$ cat src/rtl/pipe_control.sv
// Hazard and run-state controller for the five-stage Y86-64 pipeline.
// Drives stage stall/bubble controls, sequences IDLE/RUN/DRAIN/DONE and keeps saturating counters.
module pipe_control #(
  parameter int unsigned CNT_W = 32
) (
  input  logic             clk,
  input  logic             rst_n,
  input  logic             start,
  input  logic [3:0]       D_icode,
  input  logic [3:0]       E_icode,
  input  logic [3:0]       M_icode,
  input  logic [3:0]       W_icode,
  input  logic [3:0]       d_srcA,
  input  logic [3:0]       d_srcB,
  input  logic [3:0]       E_dstM,
  input  logic             e_Cnd,
  input  logic [3:0]       m_stat,
  input  logic [3:0]       W_stat,
  output logic             F_stall,
  output logic             D_stall,
  output logic             D_bubble,
  output logic             E_bubble,
  output logic             M_bubble,
  output logic             W_stall,
  output logic [1:0]       state,
  output logic             halted,
  output logic             err,
  output logic [CNT_W-1:0] cycle_cnt,
  output logic [CNT_W-1:0] retired_cnt,
  output logic [CNT_W-1:0] stall_cnt,
  output logic [CNT_W-1:0] bubble_cnt
);

  typedef enum logic [1:0] {
    IDLE  = 2'b00,
    RUN   = 2'b01,
    DRAIN = 2'b10,
    DONE  = 2'b11
  } state_e;

  localparam logic [3:0] S_AOK    = 4'b1000;
  localparam logic [3:0] S_HLT    = 4'b0100;
  localparam logic [3:0] S_ADR    = 4'b0010;
  localparam logic [3:0] S_INS    = 4'b0001;
  localparam logic [3:0] I_NOP    = 4'h1;
  localparam logic [3:0] I_MRMOVQ = 4'h5;
  localparam logic [3:0] I_JXX    = 4'h7;
  localparam logic [3:0] I_RET    = 4'h9;
  localparam logic [3:0] I_POPQ   = 4'hB;
  localparam logic [3:0] R_NONE   = 4'hF;

  state_e           state_q, state_d;
  logic             halted_q, halted_d;
  logic             err_q, err_d;
  logic [CNT_W-1:0] cyc_q, cyc_d, ret_q, ret_d, stl_q, stl_d, bub_q, bub_d;

  logic lu, rt, mp, exc_m, exc_w, active, in_run;

  function automatic logic is_exc(input logic [3:0] s);
    return (s == S_HLT) || (s == S_ADR) || (s == S_INS);
  endfunction

  function automatic logic [CNT_W-1:0] sat_inc(input logic [CNT_W-1:0] v, input logic en);
    return (en && (v != '1)) ? v + CNT_W'(1) : v;
  endfunction

  always_comb begin
    lu     = ((E_icode == I_MRMOVQ) || (E_icode == I_POPQ)) && (E_dstM != R_NONE) &&
             ((E_dstM == d_srcA) || (E_dstM == d_srcB));
    rt     = (D_icode == I_RET) || (E_icode == I_RET) || (M_icode == I_RET);
    mp     = (E_icode == I_JXX) && !e_Cnd;
    exc_m  = is_exc(m_stat);
    exc_w  = is_exc(W_stat);
    active = (state_q == RUN) || (state_q == DRAIN);
    in_run = (state_q == RUN);
  end

  always_comb begin
    F_stall  = 1'b0;
    D_stall  = 1'b0;
    D_bubble = 1'b0;
    E_bubble = 1'b0;
    M_bubble = 1'b0;
    W_stall  = 1'b0;
    case (state_q)
      IDLE: begin
        F_stall  = 1'b1;
        D_bubble = 1'b1;
        E_bubble = 1'b1;
        M_bubble = 1'b1;
      end
      RUN, DRAIN: begin
        F_stall  = lu | rt;
        D_bubble = mp | (rt & ~lu);
        // A bubble into D overrides any hold of D
        D_stall  = lu & ~(mp | (rt & ~lu));
        E_bubble = mp | lu;
        M_bubble = (state_q == DRAIN) | exc_m | exc_w;
        W_stall  = exc_w;
      end
      DONE: begin
        F_stall = 1'b1;
        D_stall = 1'b1;
        W_stall = 1'b1;
      end
    endcase
  end

  always_comb begin
    state_d  = state_q;
    halted_d = halted_q;
    err_d    = err_q;
    case (state_q)
      IDLE:  if (start) state_d = RUN;
      RUN, DRAIN: begin
        if (exc_w) begin
          state_d  = DONE;
          halted_d = (W_stat == S_HLT);
          err_d    = (W_stat == S_ADR) || (W_stat == S_INS);
        end else if (in_run && exc_m) begin
          state_d = DRAIN;
        end
      end
      DONE:  state_d = DONE;
    endcase
    cyc_d = sat_inc(cyc_q, active);
    ret_d = sat_inc(ret_q, active && (W_stat == S_AOK) && (W_icode != I_NOP));
    stl_d = sat_inc(stl_q, in_run && F_stall);
    bub_d = sat_inc(bub_q, in_run && (D_bubble || E_bubble));
  end

  always_ff @(posedge clk or negedge rst_n) begin
    if (!rst_n) begin
      state_q  <= IDLE;
      halted_q <= 1'b0;
      err_q    <= 1'b0;
      cyc_q    <= '0;
      ret_q    <= '0;
      stl_q    <= '0;
      bub_q    <= '0;
    end else begin
      state_q  <= state_d;
      halted_q <= halted_d;
      err_q    <= err_d;
      cyc_q    <= cyc_d;
      ret_q    <= ret_d;
      stl_q    <= stl_d;
      bub_q    <= bub_d;
    end
  end

  assign state       = state_q;
  assign halted      = halted_q;
  assign err         = err_q;
  assign cycle_cnt   = cyc_q;
  assign retired_cnt = ret_q;
  assign stall_cnt   = stl_q;
  assign bubble_cnt  = bub_q;

endmodule
$ cat config.mk
export PLATFORM = sky130hd
export DESIGN_NAME = pipe_control
export DESIGN_NICKNAME = d
export VERILOG_FILES = /design/src/rtl/pipe_control.sv
export SDC_FILE = /design/constraint.sdc
export NUM_CORES = 1
export LEC_CHECK = 0
export CAP_MARGIN = 20
export CORE_UTILIZATION = 45
export CTS_BUF_LIST = sky130_fd_sc_hd__clkbuf_8
export DETAILED_ROUTE_END_ITERATION = 6
export PLACE_DENSITY_LB_ADDON = 0.05
export SLEW_MARGIN = 0
export SYNTH_ARGS = -nofsm -noshare
export SYNTH_HDL_FRONTEND = slang
export SYNTH_SLANG_ARGS = --single-unit
$ cat constraint.sdc
create_clock -name clk -period 2.2 [get_ports clk]
set_input_delay 0.44 -clock clk [delete_from_list [all_inputs] [get_ports clk]]
set_output_delay 0.44 -clock clk [all_outputs]
set_load 0.05 [all_outputs]
# Word-level counts from Yosys, hierarchy flattened
# Index checks and enable logic that the tools add are counted.
# word_totals
regBits,132
out_inout_bits,138
inputBits,40
# classes
add_sub_neg,4
eq_ne,26
n_bitwise,9
mux,10
n_reduce_logical,29
# op_table
cell,count
$add 32x1->32 const B,4
$ne 32x32->1 const B,4
$eq 4x4->1 const B,5
$eq 4x3->1 const B,4
$logic_and 1x1->1,12
$pmux 1 s2,6
$logic_or 1x1->1,11
$eq 4x1->1 const B,2
$eq 4x2->1 const B,2
$eq 4x4->1,2
$mux 2,3
$pmux 2 s3,1
$or 1x1->1,5
$eq 2x2->1 const B,2
$ne 4x1->1 const B,1
$ne 4x4->1 const B,1
$reduce_and 2->1,2
$reduce_or 2->1,2
$ne 3x3->1 const B,1
$and 1x1->1,2
$eq 2x1->1 const B,1
$logic_not 2->1,1
$ne 2x2->1 const B,1
$not 1->1,2
$logic_not 1->1,1

# Depth between registers and ports, before layout
# logic_depth
word_depth,11
ltp_mapped,10

# Worst setup path after synthesis
# Ideal clock, no wire load.
# synth_timing
path_kind,register -> output
start,register state_q[0] (netlist: state[0])
end,output W_stall
path_buffers,2
arrival_time_ns,2.555
stages_incl_launch_ff,8
slack_ns,-0.795
path_cell_list,dfrtp_1 > inv_1 > ha_1 > buf_4 > clkbuf_1 > nor2b_1 > a21oi_1 > nor2_1
# synth_between
elab_chain_cells,3
word_cells_on_any_way,5
classes_between,3 x eq/ne; 1 x mux; 1 x reduce/logical
# synth_rtl
element,line_no,source
from (decl),52,"state_e state_q, state_d;"
from (signal assigned),142,state_q <= state_d;
$eq 2x1->1 / $eq 2x2->1 (equally long branches),85,case (state_q)
$reduce_or 2->1,85,
$pmux 1 s2 *,85,
to (decl),24,"output logic W_stall,"
# Every way passes the cells marked *; elsewhere a longest branch is shown, timed or not.

# Worst setup path in the final report
# layout_timing
start,register state_q[1] (netlist: state[1])
end,register bub_q[31] (netlist: bubble_cnt[31])
# layout_between
elab_chain_cells,6
word_cells_on_any_way,9
classes_between,2 x eq/ne; 2 x mux; 5 x reduce/logical
# layout_rtl
element,line_no,source
$eq 2x1->1 / $eq 2x2->1 (equally long branches),"75, 85",
$reduce_or 2->1,85,
$pmux 1 s2,85,
$logic_or 1x1->1,129,"bub_d = sat_inc(bub_q, in_run && (D_bubble || E_bubble));"
$logic_and 1x1->1 *,129,
$logic_and 1x1->1 *,64,return (en && (v != '1)) ? v + CNT_W'(1) : v;
to (signal assigned),148,bub_q <= bub_d;
to (decl),55,"logic [CNT_W-1:0] cyc_q, cyc_d, ret_q, ret_d, stl_q, stl_d, bub_q, bub_d;"
# Marked as above.
# A chain may end at the register's enable or synchronous reset.

==> metrics.yaml <==
placed_design:
  post_dp_cell_area_mm2: 0.00953
  hpwl_mm: 13.1
  dp.cells: 1053
  gp_congestion: 0.821
  place_ws_ns: -0.525
  io_buffers: 177
clock_tree:
  clock_latency_ns: 0.44
  cts_made_buffers: 17
  cts.htree.levels: 4
  cts_tree: "done"
  root_buffer: "clkbuf_8"
  clkTransAtPathRegs_ns: 0.08
  cts.sinks: 132
  max-clock-path-buffers: 2
power:
  pwr-share-comb: 0.418
  p_leak_nw: 5.21
  power_frac_seq: 0.324
  internal-power_mw: 5.47
  power.density_mw_per_mm2: 824
  p_sw_frac: 0.386
  pwr-share-clk: 0.258
  power.switching_mw: 3.45
  irDropWorstVdd_v: 0.000555
  power.total_mw: 8.92
sta:
  fmax_mhz: 424
  finalSetupViolCount: 40
  slew_headroom: 0.486
  rsz0062_at_grt: "true"
  period_share: 1.07
  min_period_ns: 2.36
  setup_slack_ns: -0.158
  finalMaxSlewViolations: 0
  hold_violations: 0
  tightest_slew_ns: 0.761
  clock_skew_ns: 0.0106
final_layout:
  antennaDiodeCount: 0
  drive_gt1_frac: 0.262
  layout.nets: 959
  fin_util: 0.715
  n_fill_cell: 1132
  design_area_mm2: 0.0108
  stdcell_count: 1111
  layout_common_cells: "123 x dfrtp_1, 102 x clkdlybuf4s50_1, 65 x xnor2_1"
  final_common_cell: "dfrtp_1"
  area_delta_synth_final_pct: 55.9
detailed_routing:
  routedWlPerCell_um: 16.8
  vias: 6001
  vias_per_cell: 5.40
  drt_wl_total_mm: 18.7
  antenna_left: 0
  first_iter_violations: 206
  route.detailed.drc: 0
  dr.pass1.iters: 4
setup_path:
  required_ns: 2.53
  worst_path_max_delay_cell: "dfrtp_2"
  critPathMaxStageDelay_ns: 0.41
  crit_arrival_ns: 2.69
  regToRegSetupSlack_ns: -0.16
  path_cells: "buf_4 > buf_4 > ha_2 > nand3b_1 > a211oi_1 > buf_4 > nor2_4 > buf_12 > buf_4 > nor3_4 > mux2_4"
  cp-start-kind: "flop"
  endpoint_kind: "flop"
  crit_type: "flop to flop"
  critPathMostFrequentCell: "buf_4"
  path_max_fanout: 5
  reg2reg_depth: 11
synth:
  synthArstFlopShare: 1.00
  synth_edf_count: 0
  synth_seq_cells: 132
  syn-num-nets: 697
  syn_area_mm2: 0.00695
  yosysSeqAreaShare: 0.475
  ys_warn_count: 0
  postSynthAreaPerCell_um2: 10.7
  synth_flop_cell: "dfrtp_1"
  netlist_instances: 648
  ys_types: 58
die:
  die_x_um: 126
  io_pins: 178
  die_y_um: 126
  core_area_mm2: 0.0151
  rows: 45
  start_util: 0.459
  die-area_mm2: 0.0159
run_status:
  status: "finished with violations"
  violations: "setup timing"
grt:
  grt_max_degree: 68
  grt_pass1_vias: 6101
  grt-ovfl-total: 0
  track_usage: 0.238
  grt_antenna_before_repair: 0
  grt_pass1_wl_mm: 30.1
job:
  maxCapViolCount: 0
hold_path:
  hp-class: "input port to asynchronous set/reset pin"
==> sequential cells by signal, indices dropped and copies added, names as in the netlist <==
name and count:
err 1, cycle_cnt 32, retired_cnt 32, state 2, stall_cnt 32, bubble_cnt 32
halted 1
==> Yosys cell counts, types with 5 or more instances <==
| cell | number | area [um2] |
|---|---|---|
| nand2_1 | 62 | 233 |
| buf_4 | 5 | 37.5 |
| nand3_1 | 51 | 255 |
| and3_1 | 21 | 131 |
| xor2_1 | 60 | 526 |
| and4_1 | 11 | 96.3 |
| nor3_1 | 17 | 85.1 |
| and2_1 | 12 | 75.1 |
| nor4_2 | 15 | 188 |
| ha_1 | 9 | 113 |
| nand4_1 | 41 | 257 |
| nor4b_2 | 5 | 75.1 |
| xnor2_1 | 71 | 622 |
| inv_1 | 12 | 45.0 |
| a21oi_1 | 15 | 75.1 |
| dfrtp_1 | 132 | 3300 |
| nor2_1 | 37 | 139 |
==> power by group through the flow <==
stage	clock [mW]	sequential (mW)	combinational (mW)
2_1_floorplan	0	3.65	1.22
3_3_place_gp	0	2.91	3.31
3_5_place_dp	0	2.92	3.35
4_1_cts	2.35	2.88	3.55
5_1_grt	2.46	2.93	3.94
6_report	2.30	2.89	3.73
==> cell families (layout without fill, tap and decap cells) <==
group	Yosys count	in the layout	synth area share
adder cells (fa/ha/maj)	9	9	0.0162
multiplexers	5	5	0.00864
XOR/XNOR	132	132	0.167
AND/OR/NAND/NOR	308	308	0.271
flip-flops	132	132	0.475
buffers and inverters	27	302	0.0202
AO/OA/AOI/OAI	35	35	0.0416
==> through the flow <==
stage          TNS [ns]  hold WS, ns
2_1_floorplan     -4.96        0.144
3_3_place_gp     -27.28        0.341
3_5_place_dp     -32.83        0.351
4_1_cts           -1.66        0.439
5_1_grt           -8.05        0.458
6_report          -2.71        0.435
==> worst max-delay path, delay by kind of cell (launching register included) <==
kind / cells / cell delay (ns)
muxes: 1 / 0.31
adders and majority gates: 1 / 0.21
and+or+nand+nor: 3 / 0.37
DFF: 1 / 0.41
AOI/OAI and AO/OA: 1 / 0.22
buffers and inverters: 5 / 0.72
==> layer usage <==
metal	GRT usage	share of wire
met3	0.0590	0.052
met1	0.300	0.42
met5	0	0
met2	0.394	0.50
met4	0.0914	0.022
==> final timing paths <==
| check | to | startpoint |
|---|---|---|
| max | bubble_cnt[31]$_DFFE_PN0P_ | state[1]$_DFFE_PN0P_ |
| min reg2reg | bubble_cnt[4]$_DFFE_PN0P_ | bubble_cnt[4]$_DFFE_PN0P_ |
| max in group asynchronous | cycle_cnt[25]$_DFFE_PN0P_ | rst_n |
| min in group clk | bubble_cnt[4]$_DFFE_PN0P_ | bubble_cnt[4]$_DFFE_PN0P_ |
| min | retired_cnt[25]$_DFFE_PN0P_ | rst_n |
| max reg2reg | bubble_cnt[31]$_DFFE_PN0P_ | state[1]$_DFFE_PN0P_ |
==> final cells by class <==
| class | count | area (um2) | area share |
|---|---|---|---|
| sequential | 132 | 3310 | 0.306 |
| tap | 188 | 235 | 0.0217 |
| multi-input combinational | 489 | 4110 | 0.380 |
| clock inverter | 14 | 200 | 0.0185 |
| inverter | 12 | 47.5 | 0.00439 |
| timing repair buffer | 258 | 2670 | 0.247 |
| clock buffer | 18 | 248 | 0.0229 |
==> repair_timing <==
item	4_1_cts	5_1_grt
pin swaps	53	41
cloned	1	0
endpoints found under the setup margin	40	96
gates resized for setup	88	104
buffers inserted	9	16
hold buffers	1	0
hold endpoints to repair	30	0
Note: power is estimated with default switching activity, not from simulation.
